## src/rtl/grev_issue_ctrl.sv

```systemverilog
// Issue controller for a fixed-latency grev unit: registers operands,
// tracks in-flight ops and buffers results in a credit-managed FIFO.
module grev_issue_ctrl #(
    parameter int LATENCY    = 2,
    parameter int FIFO_DEPTH = 4
) (
    input  logic        clock,
    input  logic        resetn,
    input  logic        in_valid,
    output logic        in_ready,
    input  logic [31:0] in_rs1,
    input  logic [4:0]  in_rs2,
    input  logic [3:0]  in_tag,
    output logic [31:0] grev_rs1,
    output logic [4:0]  grev_rs2,
    input  logic [31:0] grev_rd,
    output logic        out_valid,
    input  logic        out_ready,
    output logic [31:0] out_rd,
    output logic [3:0]  out_tag,
    output logic        busy
);

    localparam int AW = (FIFO_DEPTH > 1) ? $clog2(FIFO_DEPTH) : 1;
    localparam int CW = AW + 1;
    localparam int SW = CW + 4;

    logic [LATENCY-1:0] vld_q;
    logic [3:0]         tag_q   [LATENCY];
    logic [31:0]        rd_mem  [FIFO_DEPTH];
    logic [3:0]         tag_mem [FIFO_DEPTH];
    logic [AW-1:0]      wptr_q;
    logic [AW-1:0]      rptr_q;
    logic [CW-1:0]      count_q;
    logic [SW-1:0]      inflight;
    logic               accept;
    logic               push;
    logic               pop;

    always_comb begin
        inflight = '0;
        for (int i = 0; i < LATENCY; i++) begin
            inflight = inflight + SW'(vld_q[i]);
        end
    end

    // Credits come from registered counts only, so a pop frees a slot
    // for in_ready one cycle later.
    assign in_ready  = (SW'(count_q) + inflight) < SW'(FIFO_DEPTH);
    assign accept    = in_valid && in_ready;
    assign push      = vld_q[LATENCY-1];
    assign out_valid = (count_q != '0);
    assign pop       = out_valid && out_ready;
    assign out_rd    = rd_mem[rptr_q];
    assign out_tag   = tag_mem[rptr_q];
    assign busy      = (inflight != '0) || out_valid;

    always_ff @(posedge clock or negedge resetn) begin
        if (!resetn) begin
            grev_rs1 <= '0;
            grev_rs2 <= '0;
        end else if (accept) begin
            grev_rs1 <= in_rs1;
            grev_rs2 <= in_rs2;
        end
    end

    // The grev unit never stalls, so the tracking pipe always shifts.
    always_ff @(posedge clock or negedge resetn) begin
        if (!resetn) begin
            vld_q <= '0;
            for (int i = 0; i < LATENCY; i++) begin
                tag_q[i] <= '0;
            end
        end else begin
            for (int i = LATENCY - 1; i > 0; i--) begin
                vld_q[i] <= vld_q[i-1];
                tag_q[i] <= tag_q[i-1];
            end
            vld_q[0] <= accept;
            tag_q[0] <= in_tag;
        end
    end

    always_ff @(posedge clock or negedge resetn) begin
        if (!resetn) begin
            for (int i = 0; i < FIFO_DEPTH; i++) begin
                rd_mem[i]  <= '0;
                tag_mem[i] <= '0;
            end
        end else if (push) begin
            rd_mem[wptr_q]  <= grev_rd;
            tag_mem[wptr_q] <= tag_q[LATENCY-1];
        end
    end

    always_ff @(posedge clock or negedge resetn) begin
        if (!resetn) begin
            wptr_q  <= '0;
            rptr_q  <= '0;
            count_q <= '0;
        end else begin
            if (push) begin
                wptr_q <= wptr_q + AW'(1);
            end
            if (pop) begin
                rptr_q <= rptr_q + AW'(1);
            end
            unique case ({push, pop})
                2'b10:   count_q <= count_q + CW'(1);
                2'b01:   count_q <= count_q - CW'(1);
                default: count_q <= count_q;
            endcase
        end
    end

    a_no_overflow: assert property (
        @(posedge clock) disable iff (!resetn)
        !(push && (count_q == CW'(FIFO_DEPTH)))
    );

endmodule
```

## config.mk

```make
export PLATFORM = sky130hd
export DESIGN_NAME = grev_issue_ctrl
export DESIGN_NICKNAME = d
export VERILOG_FILES = /design/src/rtl/grev_issue_ctrl.sv
export SDC_FILE = /design/constraint.sdc
export NUM_CORES = 1
export LEC_CHECK = 0
export BUFFER_PORTS_ARGS = -buffer_cell sky130_fd_sc_hd__buf_2
export CAP_MARGIN = 30
export CORE_MARGIN = 2
export CORE_UTILIZATION = 55
export CTS_CLUSTER_DIAMETER = 100
export CTS_CLUSTER_SIZE = 20
export DETAILED_ROUTE_END_ITERATION = 16
export MAX_ROUTING_LAYER = met4
export PLACE_DENSITY = 0.81
export SYNTH_ARGS = -nofsm -noshare
export SYNTH_HDL_FRONTEND = slang
export SYNTH_SLANG_ARGS = --single-unit
```

## constraint.sdc

```tcl
create_clock -name clock -period 2.6 [get_ports clock]
set_clock_uncertainty 0.15 [all_clocks]
set_input_delay 0.26 -clock clock [delete_from_list [all_inputs] [get_ports clock]]
set_output_delay 0.26 -clock clock [all_outputs]
set_load 0.01 [all_outputs]
```

After elaboration in Yosys (flattened, before gate mapping)

Index checks and enable logic that the tools add are counted.

Register bits: 198
Input bits: 77
Output and inout port bits: 76
Word-level logic and storage cells: 50

Add/subtract/negate cells: 6
Magnitude comparators: 4
Equal/unequal tests: 2
Mux-type cells: 13
Bitwise operators: 2
Reductions and logical operators: 7

Operators by type and width:

| cell                                                | number |
|---|---|
| bitwise mux 128 bit                                 | 1 |
| two-way mux 32 bit                                  | 3 |
| binary-select mux 32 bit (select 2 bit)             | 1 |
| demux 32 bit (select 2 bit)                         | 1 |
| bitwise mux 16 bit                                  | 1 |
| two-way mux 4 bit                                   | 3 |
| binary-select mux 4 bit (select 2 bit)              | 1 |
| demux 4 bit (select 2 bit)                          | 1 |
| nonzero test 7 bit                                  | 1 |
| >= comparator 3 bit, second input constant          | 2 |
| inverter 2 -> 3 bit                                 | 2 |
| one-hot mux 3 bit (2 select lines)                  | 1 |
| adder 2 x 1 -> 2 bit, second input constant         | 2 |
| adder 3 x 2 -> 4 bit                                | 1 |
| < comparator 4 x 3 -> 1 bit, second input constant  | 1 |
| adder 3 x 1 -> 3 bit, second input constant         | 1 |
| logical AND 1 bit                                   | 3 |
| < comparator 3 x 1 -> 1 bit, second input constant  | 1 |
| nonzero test 3 bit                                  | 1 |
| subtractor 3 x 1 -> 3 bit, second input constant    | 1 |
| adder 1 x 1 -> 2 bit                                | 1 |
| equality test 2 x 1 -> 1 bit, second input constant | 1 |
| equality test 2 bit, second input constant          | 1 |
| nonzero test 2 bit                                  | 1 |
| logical OR 1 bit                                    | 1 |

Logic depth before layout (Yosys ltp)

Word-level depth: 6
Mapped depth: 8
Mapped depth without buffers: 7

Worst setup path after synthesis

No wires, ideal clock.

Path type: register -> register
Start: register vld_q[0]
End: register grev_rs1[12]
Setup time: 0.125 ns
Arrival time: 1.919 ns
Required time: 2.325 ns
Path slack: 0.406 ns
Stages on the path, launching flop included: 8
Buffers on the path: 2
Period minus slack after synthesis: 2.194 ns
Cell sequence: dfrtp_1 -> ha_1 -> ha_1 -> a311oi_2 -> nand2_1 -> buf_6 -> buf_6 -> mux2_4

Longest elaborated chain between the ends: 4

Ends and longest elaborated chain:

| item                             | RTL line | source |
|---|---|---|
| start: declaration               | 28       | `logic [LATENCY-1:0] vld_q;` |
| start signal: indexed assignment | 77       | `vld_q[i] <= vld_q[i-1];` |
| start signal: assignment         | 80       | `vld_q[0] <= accept;` |
| adder 1 x 1 -> 2 bit             | 43       | `inflight = inflight + SW'(vld_q[i]);` |
| adder 3 x 2 -> 4 bit             | 49       | `assign in_ready = (SW'(count_q) + inflight) < SW'(FIFO_DEPTH);` |
| < comparator 4 x 3 -> 1 bit      | 49       |  |
| via in_ready                     | 10       | `output logic in_ready,` |
| logical AND 1 bit                | 50       | `assign accept = in_valid && in_ready;` |
| end signal: assignment           | 63       | `grev_rs1 <= in_rs1;` |
| end: declaration                 | 14       | `output logic [31:0] grev_rs1,` |

The timed path passes the listed nets, and every way through them passes these cells.
A chain may end at the register's enable or synchronous reset.

Worst setup path after layout

Start: register rptr_q[0]
End: output port out_rd[27]

Longest elaborated chain between the ends: 4

Ends and longest elaborated chain:

| item                                                   | RTL line | source |
|---|---|---|
| start: declaration                                     | 33       | `logic [AW-1:0] rptr_q;` |
| start signal: assignment                               | 107      | `rptr_q <= rptr_q + AW'(1);` |
| inverter 2 -> 3 bit (implied by the code)              | 54       | `assign out_rd = rd_mem[rptr_q];` |
| binary-select mux 32 bit (select 2 bit)                | 54       |  |
| two-way mux 32 bit (implied by the code) (2 in series) | 54       |  |
| end: declaration                                       | 19       | `output logic [31:0] out_rd,` |

Every way passes these cells. The select of a mux whose other input is x is not followed.

==> flow_summary.ini <==
[clocking]
cts_hold_buf = 74
numCtsBuffers = 17
insertion_delay_ps = 440
htree_levels = 4
clk_pin_slew_ps = 70
clk_path_buf_depth = 2
tritoncts = yes
post_cts_buffers = 0
clock-sinks = 198
clockRootBuffer = clkbuf_16
cts_resized = 0

[power_and_ir_drop]
pwr_density_cell_nw_per_um2 = 1278
peakVddDrop_mv = 0.6650
p_total_mw = 13.72
power_leakage_nw = 4.887

[global_routing]
grt-ovfl-total = 0
grt_pass1_vias = 5705
grt_antenna_before_repair = 0
grt_pass1_wl_mm = 28.87
grt_max_degree = 96
grt_usage = 0.2423

[hold_path]
whs_path_depth = 3
hp-class = input port to flip-flop

[critical_path]
crit_type = flip-flop to output port
crit_family = flip-flops
cp_num_buf_inv = 2
cp_max_fo = 11
path_depth = 3
r2r_cells = 6
ff2ff_setup_slack_ps = 300
r2r_end = grev_rs1[13]
worstPathRequired_ps = 2190
slowest_stage = dfrtp_2
worst_setup_path_start_kind = flip-flop
crit_arrival_ps = 2010
crit_path_end = out_rd[27]
critical_path.startpoint = rptr_q[0]
slowest_delay_ps = 670
cp-end-kind = output port
r2r_start = vld_q[1]
cp_cell_sequence = buf_12, mux4_2, buf_2

[outcome]
status = finished, final reports clean

[synth]
yosys_warnings = 0
synth.largest_area_cell = dfrtp_1
syn_area_um2 = 8303
synth.area.top_cells = dfrtp_1, mux2_2, mux4_2
ys_ff_latch = 198
synthCells = 478
syn_nets = 564
ys_seq_area_frac = 0.5967
yosys.cell_types.count = 20
netlist.area_leader.share = 0.5967
avgSynthCellArea_um2 = 17.37

[drt]
wl_per_cell_um = 19.28
drc = 0
drtIter0Drc = 172
drt_pass1_iterations = 4
detail_route.vias_per_cell = 5.511
drt_wl_total_mm = 17.58
detail-route-antenna-nets = 0
dr_total_vias = 5026

[floorplan]
dieArea_um2 = 16090
top_level_ports = 153
die_y_um = 126.9
die_x_um = 126.9
coreArea_um2 = 14640
start_util = 0.5670
rows = 44

[finish]
area_growth_pct = 29.31
drive_gt1_frac = 0.5852
layout.nets = 801
regArea_um2 = 4957
diodes = 0
multiInputGateArea_um2 = 3183
fill_cells = 878

[placed_design]
numPortBuffers = 152
dpl.hpwl_mm = 10.54
gp_congestion = 0.7304

[timing]
grt_setup_unrepaired = false
finalHoldViolCount = 0
worst_slew_pin_slew_ps = 764.3
tns_ps = 0
setup_viol = 0
slew_viol_final = 0
fin_crit_sh = 0.9324
timing.final.crit_period_ps = 2424
clock.fmax_ghz = 0.4125
relSlewSlack = 0.4904

[flow_run]
cap_violations = 0
[cells in the mapped netlist (all sizes together)]
| cell | instances |
|---|---|
| dfrtp | 198 |
| mux2 | 181 |
| mux4 | 36 |
| buf | 25 |
| inv | 9 |
| ha | 8 |
| nand2 | 8 |
| xor2 | 4 |
| xnor2 | 2 |
| a311oi | 1 |
| fa | 1 |
| mux2i | 1 |
| nor2 | 1 |
| nor3 | 1 |
| o21ai | 1 |
| o31a | 1 |
[power by group]
group / internal [mW] / leakage [nW] / switching (mW)
Combinational: 3.35 / 2.29 / 2.25
Clock: 1.36 / 0.278 / 1.22
Sequential: 4.62 / 2.32 / 0.920
[per-stage QoR]
stage | std cells | hold slack, ps | instance area (µm²) | utilization | setup slack (ps)
floorplan | 478 | -185.6 | 8303 | - | 406.3
global placement | 806 | 184.0 | 9414 | 0.6429 | 410.3
detailed placement | 806 | 189.4 | 9414 | 0.6429 | 337.3
CTS | 912 | 90.91 | 10740 | 0.7332 | 119.9
global route | 912 | 113.2 | 10740 | 0.7332 | 62.54
finish | 912 | 113.6 | 10740 | 0.7332 | 175.8
[logic make-up (layout without fill, tap and decap cells)]
kind of cell,Yosys count,count (layout),share of synthesized area
AO/OA/AOI/OAI,3,3,0.003465
flip-flops,198,198,0.5967
buffers and inverters,34,284,0.02140
AND/OR/NAND/NOR,10,10,0.004671
adder cells (fa/ha/maj),9,9,0.01447
multiplexers,218,218,0.3529
XOR/XNOR,6,6,0.006329
[placed cells by master, fill, tap and decap left out, drive strengths merged]
cell	n
dlygate4sd3	74
xnor2	2
ha	8
o21ai	1
inv	18
mux2	181
o31a	1
clkbuf	18
fa	1
buf	168
dfrtp	198
bufinv	1
mux2i	1
a311oi	1
nor3	1
nand2	8
mux4	36
nor2	1
xor2	4
clkinvlp	3
clkinv	2
[worst register-to-register path, stage by stage, from the launching register on]
cell and delay [ps]:
dfrtp_1 410, ha_1 190, ha_1 280, a311oi_2 340, nand2_2 220, buf_12 240
mux2_4 340
[final cells by class]
type	instances	share of cell area
Clock buffer	17	0.03962
Clock inverter	15	0.01457
Inverter	9	0.003147
Multi-Input combinational cell	246	0.2965
Sequential cell	198	0.4617
Tap cell	184	0.02144
Timing Repair Buffer	243	0.1630
[metal layers]
| layer | up-vias | part of all wire | GRT usage |
|---|---|---|---|
| li1 | 2227 | - | - |
| met1 | 2603 | 0.41 | 0.2972 |
| met2 | 165 | 0.52 | 0.3972 |
| met3 | 31 | 0.054 | 0.05820 |
| met4 | 0 | 0.020 | 0.08662 |
| met5 | - | 0 | - |
[sequential cells by signal (all words and copies together), names as in the netlist]
register  count
rptr_q        2
tag_q         8
grev_rs2      5
rd_mem      128
grev_rs1     32
tag_mem      16
count_q       3
vld_q         2
wptr_q        2
[worst min-delay path by stage]
stage | from | end | slack, ps
after global routing | out_ready | rptr_q[0] | 110
after floorplan | resetn | count_q[0] | -190
after detailed placement | tag_q[7] | tag_q[3] | 190
after CTS | out_ready | rptr_q[0] | 90
final | out_ready | rptr_q[0] | 110
after global placement | tag_q[6] | tag_q[2] | 180
No activity file was read; power rests on OpenSTA's default activity.
